==> src/rtl/ex_div_seq_pkg.sv <==
// Shared state codes, handshake constants and helpers for the EX-stage sequential divider.
package ex_div_seq_pkg;

  typedef enum logic [1:0] {
    DivFree   = 2'b00,
    DivByZero = 2'b01,
    DivOn     = 2'b10,
    DivEnd    = 2'b11
  } div_state_e;

  localparam logic DivResultReady    = 1'b1;
  localparam logic DivResultNotReady = 1'b0;
  localparam logic DivStart          = 1'b1;
  localparam logic DivStop           = 1'b0;

  localparam logic [5:0] DivIters = 6'd32;

  function automatic logic [31:0] neg32(input logic [31:0] v);
    return ~v + 32'd1;
  endfunction

endpackage

==> src/rtl/div_trial_sub.sv <==
// Combinational 33-bit trial subtractor; bit 32 of the difference set means "does not fit".
module div_trial_sub
  import ex_div_seq_pkg::*;
(
  input  logic [31:0] i_rem,
  input  logic [31:0] i_divisor,
  output logic [32:0] o_diff
);

  assign o_diff = {1'b0, i_rem} - {1'b0, i_divisor};

endmodule

==> src/rtl/ex_div_seq.sv <==
// Radix-2 restoring 32-bit divider (DIV/DIVU) raising a pipeline stall while busy.
// Define DIV_SIGNED_EN to honor signed_div_i; otherwise every operation is DIVU.
module ex_div_seq
  import ex_div_seq_pkg::*;
(
  input  logic        clk,
  input  logic        rst,
  input  logic        signed_div_i,
  input  logic [31:0] opdata1_i,
  input  logic [31:0] opdata2_i,
  input  logic        start_i,
  input  logic        annul_i,
  output logic [63:0] result_o,
  output logic        ready_o,
  output logic        stallreq_o
);

  div_state_e  r_state;
  logic [5:0]  r_cnt;
  logic [64:0] r_dividend;
  logic [31:0] r_divisor;
  logic [63:0] r_result;
  logic        r_ready;

  logic [31:0] w_op1_mag;
  logic [31:0] w_op2_mag;
  logic [31:0] w_quot_fix;
  logic [31:0] w_rem_fix;
  logic [32:0] w_trial;

`ifdef DIV_SIGNED_EN
  logic r_signed;
  logic r_op1_neg;
  logic r_op2_neg;

  assign w_op1_mag  = (signed_div_i && opdata1_i[31]) ? neg32(opdata1_i) : opdata1_i;
  assign w_op2_mag  = (signed_div_i && opdata2_i[31]) ? neg32(opdata2_i) : opdata2_i;
  assign w_quot_fix = (r_signed && (r_op1_neg ^ r_op2_neg)) ? neg32(r_dividend[31:0])
                                                              : r_dividend[31:0];
  // Remainder takes the dividend's sign.
  assign w_rem_fix  = (r_signed && r_op1_neg) ? neg32(r_dividend[64:33]) : r_dividend[64:33];
`else
  logic w_unused_signed;

  assign w_unused_signed = signed_div_i;
  assign w_op1_mag       = opdata1_i;
  assign w_op2_mag       = opdata2_i;
  assign w_quot_fix      = r_dividend[31:0];
  assign w_rem_fix       = r_dividend[64:33];
`endif

  div_trial_sub u_trial (
    .i_rem     (r_dividend[63:32]),
    .i_divisor (r_divisor),
    .o_diff    (w_trial)
  );

  always_ff @(posedge clk) begin
    if (!rst) begin
      r_state    <= DivFree;
      r_cnt      <= 6'd0;
      r_dividend <= 65'd0;
      r_divisor  <= 32'd0;
      r_result   <= 64'd0;
      r_ready    <= DivResultNotReady;
`ifdef DIV_SIGNED_EN
      r_signed   <= 1'b0;
      r_op1_neg  <= 1'b0;
      r_op2_neg  <= 1'b0;
`endif
    end else begin
      case (r_state)
        DivFree: begin
          r_result <= 64'd0;
          r_ready  <= DivResultNotReady;
          if (start_i == DivStart && !annul_i) begin
            if (opdata2_i == 32'd0) begin
              r_state <= DivByZero;
            end else begin
              r_state    <= DivOn;
              r_cnt      <= 6'd0;
              r_dividend <= {32'd0, w_op1_mag, 1'b0};
              r_divisor  <= w_op2_mag;
`ifdef DIV_SIGNED_EN
              r_signed   <= signed_div_i;
              r_op1_neg  <= opdata1_i[31];
              r_op2_neg  <= opdata2_i[31];
`endif
            end
          end
        end
        DivByZero: begin
          r_dividend <= 65'd0;
          r_result   <= 64'd0;
          r_ready    <= DivResultReady;
          r_state    <= DivEnd;
        end
        DivOn: begin
          if (annul_i) begin
            r_state <= DivFree;
            r_cnt   <= 6'd0;
          end else if (r_cnt != DivIters) begin
            if (w_trial[32]) begin
              r_dividend <= r_dividend << 1;
            end else begin
              r_dividend <= {w_trial[31:0], r_dividend[31:0], 1'b1};
            end
            r_cnt <= r_cnt + 6'd1;
          end else begin
            r_result <= {w_rem_fix, w_quot_fix};
            r_ready  <= DivResultReady;
            r_state  <= DivEnd;
            r_cnt    <= 6'd0;
          end
        end
        DivEnd: begin
          if (start_i == DivStop || annul_i) begin
            r_state  <= DivFree;
            r_result <= 64'd0;
            r_ready  <= DivResultNotReady;
          end
        end
        default: r_state <= DivFree;
      endcase
    end
  end

  assign result_o   = r_result;
  assign ready_o    = r_ready;
  assign stallreq_o = rst & start_i & ~annul_i & ~r_ready;

endmodule

==> config.mk <==
export PLATFORM = sky130hd
export DESIGN_NAME = ex_div_seq
export DESIGN_NICKNAME = d
export VERILOG_FILES = /design/src/rtl/ex_div_seq_pkg.sv /design/src/rtl/div_trial_sub.sv /design/src/rtl/ex_div_seq.sv
export SDC_FILE = /design/constraint.sdc
export NUM_CORES = 1
export LEC_CHECK = 0
export CAP_MARGIN = 20
export CORE_MARGIN = 2
export CORE_UTILIZATION = 45
export DETAILED_ROUTE_END_ITERATION = 10
export PLACE_DENSITY = 0.69
export SYNTH_ARGS = -nofsm -noshare
export SYNTH_HDL_FRONTEND = slang
export SYNTH_SLANG_ARGS = --single-unit
==> constraint.sdc <==
create_clock -name clk -period 3.4 [get_ports clk]
set_input_delay 1.02 -clock clk [delete_from_list [all_inputs] [get_ports clk]]
set_output_delay 1.02 -clock clk [all_outputs]
set_load 0.005 [all_outputs]
==> metrics.txt, run 1 <==
status complete, no violations; GP Congestion between 0.8 and 0.9; global route total overflow 0; top-count cell post-synth dfxtp_1; pwr dens 599 nW/µm²; Final Cycle Share between 90% and 100%; synthesized area per cell around 9 µm²; CP endpoint stallreq_o; max-slew violation count 0; CTS tree yes; vias in the first global route 7,132; Yosys top cell area share between 30 and 40%; Inserted Diodes 0; Top Usage Layer GRT met2; Synth Flop Type dfxtp_1; crit path capture type primary output; GR Util met2 a little over a third; clock root buffer clkbuf_16; Critical Path RT around 2.4 ns; crit path DAT 2.33 ns; total power roughly 0.0066 W; total wire length 20,900 µm; Ports between 100 and 150; met1 usage between 20% and 30%; leakage between 4 and 5 nW; setup_tns 0 ns; grt met3 use between 6 and 7%; share of cells above drive strength 1 7.31%; peak supply drop 0.360 mV; largest net degree at the start of global routing 89; reg2reg path depth 13; setup repair bufs after CTS 0; First DRT Iteration DRCs between 300 and 400; Reg clk slew, reported paths 0.06 ns; die area about 20,000 µm²; detailed-route wire length per cell around 15 µm; worst slew pin tran around 0.75 ns; slew margin rel. between 50 and 60%; syn_nets about 1,100; Std-Cell Core Area between 15,000 and 20,000 µm²; drc violations 0; global-route usage over all layers a little over a fifth; beginning of the worst register-to-register path r_dividend[32]; Synth cell types between 60 and 70; WS Path Type input pin to primary output; most common library cells after synthesis dfxtp_1, nor2b_1, nand3_1; clock sinks 170; RSZ-0062 raised after global routing no; Detailed Place HPWL approximately 14,000 µm; Post-Synthesis Cells between 900 and 1,000; Clock H-tree levels 4; Vias/cell around 5.4; Syn Std Cell Area 8710 µm²; internal reg-to-reg setup slack slightly below 0.3 ns; post-cts hold buffer count 0; post-route minimum period around 3.3 ns; area growth from synthesis to layout 26.3%; TritonRoute pass-1 iters 6; Die Ht about 140 µm; critical-path maximum fanout 2; Clock Skews 0.00954 ns; Die X-Extent between 100 and 150 µm; antenna-violating nets left 0; maxcap violations 0; CTS Buf Count 17; antenna violations before repair 0; final setup violation count 0; worst setup path startpoint start_i; HP Class register to register; post-synth top area cell dfxtp_1; Clk Latency, worst-skew pair about 0.43 ns; leading post-synthesis cells by cell area dfxtp_1, nor2b_1, mux2i_1; flops & latches, synth 170; CTS Buffer Depth 2; synth warn 0; first-pass GRT wire length 34,800 µm; DR vias roughly 7,300; IO Port Bufs 133; worst r2r dst r_dividend[58]; register area share after synthesis about two fifths; NumNets Final 1,190; Max Clock Freq roughly 300 MHz; EDFF count, synth 0; initial core utilization roughly 46%; minimum hold slack 0.474 ns; Fin. Hold Viols 0; crit path launch type input pin; row count 50; asr flop ratio synth 0%
## power breakdown
| part | leakage [nW] | switching [W] | internal [W] |
|---|---|---|---|
| Clock | 0.308 | 0.000856 | 0.00120 |
| Combinational | 2.91 | 0.00122 | 0.000919 |
| Sequential | 1.38 | 0.000171 | 0.00223 |
## metal layers
layer / part of all wire (%) / up-vias
li1: - / 3693
met1: 46 / 3458
met5: 0 / -
met2: 46 / 153
met4: 1.8 / 0
met3: 6.3 / 23
## how the worst min path moves through the flow
stage / startpoint / end / slack [ns] / cells after the start
2_1_floorplan: r_dividend[64] / r_dividend[64] / 0.43 / 2
3_3_place_gp: r_dividend[64] / r_dividend[64] / 0.45 / 2
3_5_place_dp: r_dividend[64] / r_dividend[64] / 0.45 / 2
4_1_cts: r_dividend[64] / r_dividend[64] / 0.48 / 2
5_1_grt: r_dividend[64] / r_dividend[64] / 0.49 / 2
6_report: r_dividend[64] / r_dividend[64] / 0.47 / 2
## cell families after synthesis
family / after synthesis / synth area share, %
multiplexers: 57 / 6.60
AO/OA/AOI/OAI: 240 / 20.1
XOR/XNOR: 29 / 2.92
AND/OR/NAND/NOR: 327 / 20.6
buffers and inverters: 107 / 5.02
adder cells (fa/ha/maj): 39 / 5.69
flip-flops: 170 / 39.1
## worst max-delay path: stages
cell,delay [ns]
clkdlybuf4s50_1,0.53
nand2b_4,0.09
nor3b_2,0.17
clkdlybuf4s50_1,0.52
## area by class of cell
class                      instances  area, µm²
inverter                          43        161
clock buffer                      18        439
tap                              260        325
multi-input combinational        692       4910
sequential                       170       3400
timing repair buffer             158       1580
fill                            1683       7830
clock inverter                    14        181
## stage by stage
stage / cells / setup WS [ns] / instance area, µm² / utilization [%]
global placement: 1323 / -0.0457 / 10400 / 55.0
global route: 1355 / 0.00701 / 11000 / 58.4
detailed placement: 1323 / -0.0544 / 10400 / 55.0
floorplan: 969 / 0.599 / 8710 / -
CTS: 1355 / 0.0308 / 11000 / 58.4
finish: 1355 / 0.0528 / 11000 / 58.4
## state kept, by name (all words and copies together) (netlist names)
name and count:
r_divisor 32, r_state 2, r_cnt 6, r_dividend 65
result_o 64, ready_o 1
## layout by cell type (no fill, tap or decap), types with 3 or more instances in the layout
cell,n
ha_1,37
and2_1,4
nor2b_1,102
nand4_1,7
clkbuf_16,17
inv_6,6
o21a_1,4
a32oi_1,7
buf_12,5
a21o_1,12
inv_1,43
mux2_2,3
nand2_1,46
o21ai_0,24
and3_1,3
nor3_1,4
xor2_1,15
bufinv_16,3
o211a_1,32
clkdlybuf4s50_1,132
a41oi_1,3
and4_1,3
nor2_1,26
buf_4,21
a21oi_1,36
nand3_1,69
xnor2_1,14
nor4_1,9
dfxtp_1,170
o21ai_1,23
a31oi_1,5
nand2b_1,40
a22oi_1,64
mux2i_1,54
## what timing repair did
action,CTS,global route
pin swaps,0,0
endpoints found under the setup margin,1,1
gates resized for setup,3,1
No activity file was read; power rests on OpenSTA's default activity.
==> run 2, diff against run 1 <==
- CORE_MARGIN: 2 -> 8
==> run 2 against run 1 <==
  * Setup slack improved by 0.12 ns
  * Largest power group unchanged
  * Total power increased by 1.1%
  * First-iteration DRC count decreased by 2.8%
  * Combinational power about the same
  * Critical path depth increased by 9
  * Routed wire length increased by 4.7%
  * Sequential power about the same
  * Final cell count increased by 0.66%
==> metrics.txt, run 2 (same netlist as run 1, synthesis figures left out) <==
total wire length 21,900 µm (+4.7%); Clock H-tree levels 4 (unchanged); pwr dens 603 nW/µm² (+0.77%); leakage 4.61 nW (+0.38%); hold path depth 2 (unchanged); global route total overflow 0 (unchanged); clock root buffer clkbuf_16; DR vias 7,357 (+0.41%); PnR worst setup slack 0.168 ns (+0.116 ns); HP Class register to register; max-slew violation count 0 (unchanged); Reg clk slew, reported paths 0.07 ns (about the same); Clk Latency, worst-skew pair 0.43 ns (about the same); worst r2r dst r_dividend[34]; initial core utilization 45.3% (-0.91 points); slew margin rel. 47.2% (-3.1 points); worst slew pin tran 0.793 ns (+0.0461 ns); max incr delay on CP 0.41 ns (-0.12 ns); post-cts hold buffer count 0 (unchanged); CTS Buffer Depth 2 (unchanged); internal reg-to-reg setup slack 0.17 ns (-0.12 ns); clock sinks 170 (unchanged); total power 0.00666 W (+1.1%); critical-path maximum fanout 30 (+28); drc violations 0 (unchanged); global-route usage over all layers 18.4% (-2.6 points); crit path DAT 3.59 ns (+1.26 ns); final setup violation count 0 (unchanged); NumNets Final 1,194 (+0.34%); Critical Path RT 3.76 ns (+1.38 ns); Ports 135 (unchanged); antenna-violating nets left 0 (unchanged); Vias/cell 5.39 (-0.25%); status complete, no violations; Max Clock Freq 309 MHz (+3.6%); largest net degree at the start of global routing 83 (-6.7%); Hold EP r_dividend[64]; CTS tree yes; area growth from synthesis to layout 26.7%; DP Area 10,400 µm² (+0.35%); Fin. Hold Viols 0 (unchanged); First DRT Iteration DRCs 375 (-2.8%); crit path launch type register; Crit path top cell by count a31oi_4; WS Path Type register to register; Cell Chain, Critical Path inv_1, ha_1, fa_1, nand2b_1, a21oi_1, o2111ai_2, a21o_2, a31oi_4, a31o_4, a31oi_4, buf_12, mux2_2, o21ai_0; vias in the first global route 7,219 (+1.2%); post-route minimum period 3.23 ns (-0.116 ns); IO Port Bufs 133 (unchanged); maxcap violations 0 (unchanged); max FFs per register 65 (unchanged); minimum hold slack 0.480 ns (+0.00601 ns); row count 51 (+2.0%); crit path capture type register; RSZ-0062 raised after global routing no; Min-Delay Startpoint r_dividend[64]; CTS Buf Count 17 (unchanged); Final Cycle Share 95.0% (-3.4 points); Die X-Extent 155 µm (+8.4%); Biggest register r_dividend; most frequent cells in the layout dfxtp_1, clkdlybuf4s50_1, nor2b_1; antenna violations before repair 0 (unchanged); TritonRoute pass-1 iters 4 (-2); Die Ht 155 µm (+8.4%); first-pass GRT wire length 36,400 µm (+4.5%); die area 24,100 µm² (+17%); Clock Skews 0.00929 ns (-0.000253 ns); Inserted Diodes 0 (unchanged); Std-Cell Core Area 19,200 µm² (+2.0%); reg2reg path depth 13 (unchanged); detailed-route wire length per cell 16.1 µm (+4.0%); share of cells above drive strength 1 7.37% (+0.064 points); Detailed Place HPWL 15,000 µm (+6.3%); beginning of the worst register-to-register path r_dividend[32]; dpl ws -0.0396 ns (+0.0148 ns); final instance area 11,000 µm² (+0.31%); peak supply drop 0.437 mV (+21%); GP Congestion 0.830 (-4.0%); fill count 1,725 (+2.5%); Worst path slowest cell fa_1; most common cell after layout, fill and taps aside dfxtp_1
## run 2: stage by stage
stage / utilization (%) / instances / TNS [ns]
after floorplan: - / 969 / 0
after global placement: 54.1 / 1332 / -0.0388
after detailed placement: 54.1 / 1332 / -0.109
after CTS: 57.4 / 1364 / 0
after global routing: 57.4 / 1364 / 0
final: 57.4 / 1364 / 0
## run 2: worst max-delay path by stage
| stage | cells past startpoint | end | slack (ns) | start |
|---|---|---|---|---|
| 2_1_floorplan | 13 | r_dividend[52] | 0.60 | r_dividend[32] |
| 3_3_place_gp | 4 | stallreq_o | -0.04 | annul_i |
| 3_5_place_dp | 4 | stallreq_o | -0.04 | annul_i |
| 4_1_cts | 13 | r_dividend[34] | 0.18 | r_dividend[32] |
| 5_1_grt | 13 | r_dividend[34] | 0.03 | r_dividend[32] |
| 6_report | 13 | r_dividend[34] | 0.17 | r_dividend[32] |
## run 2: worst max-delay path, delay by kind of cell (launching register included)
| kind | cells | cell delay, ns |
|---|---|---|
| AOI/OAI and AO/OA | 7 | 1.42 |
| adders and majority gates | 2 | 0.62 |
| buffers and inverters | 2 | 0.30 |
| DFF | 1 | 0.33 |
| muxes | 1 | 0.28 |
| and+or+nand+nor | 1 | 0.19 |
## run 2: per-layer routing
layer  track usage [%]  part of all wire [%]  up-vias  wire, µm
li1                  -                     -     3705         -
met1              22.7                    46     3453      9990
met2              29.6                    45      171      9970
met3              6.27                   7.5       28      1650
met4              5.65                   1.4        0       309
met5                 0                     0        -         0
## run 2: final cells by class
| cell class | count | area [µm²] | share of cell area, % |
|---|---|---|---|
| multi-input combinational | 692 | 4890 | 44.4 |
| sequential | 170 | 3400 | 30.8 |
| timing repair buffer | 162 | 1610 | 14.6 |
| clock buffer | 17 | 425 | 3.86 |
| tap | 265 | 332 | 3.01 |
| clock inverter | 15 | 210 | 1.91 |
| inverter | 43 | 161 | 1.46 |
## run 2: what timing repair did
action / in CTS / in global routing
resized for setup: 1 / 0
endpoints found under the setup margin: 1 / 0
setup buffers: 0 / 0
## run 2: power by group
part,total (W),internal [W],switching (W)
clock,0.00212,0.00125,0.000870
sequential,0.00240,0.00223,0.000169
combinational,0.00214,0.000921,0.00122
total,0.00666,0.00440,0.00226
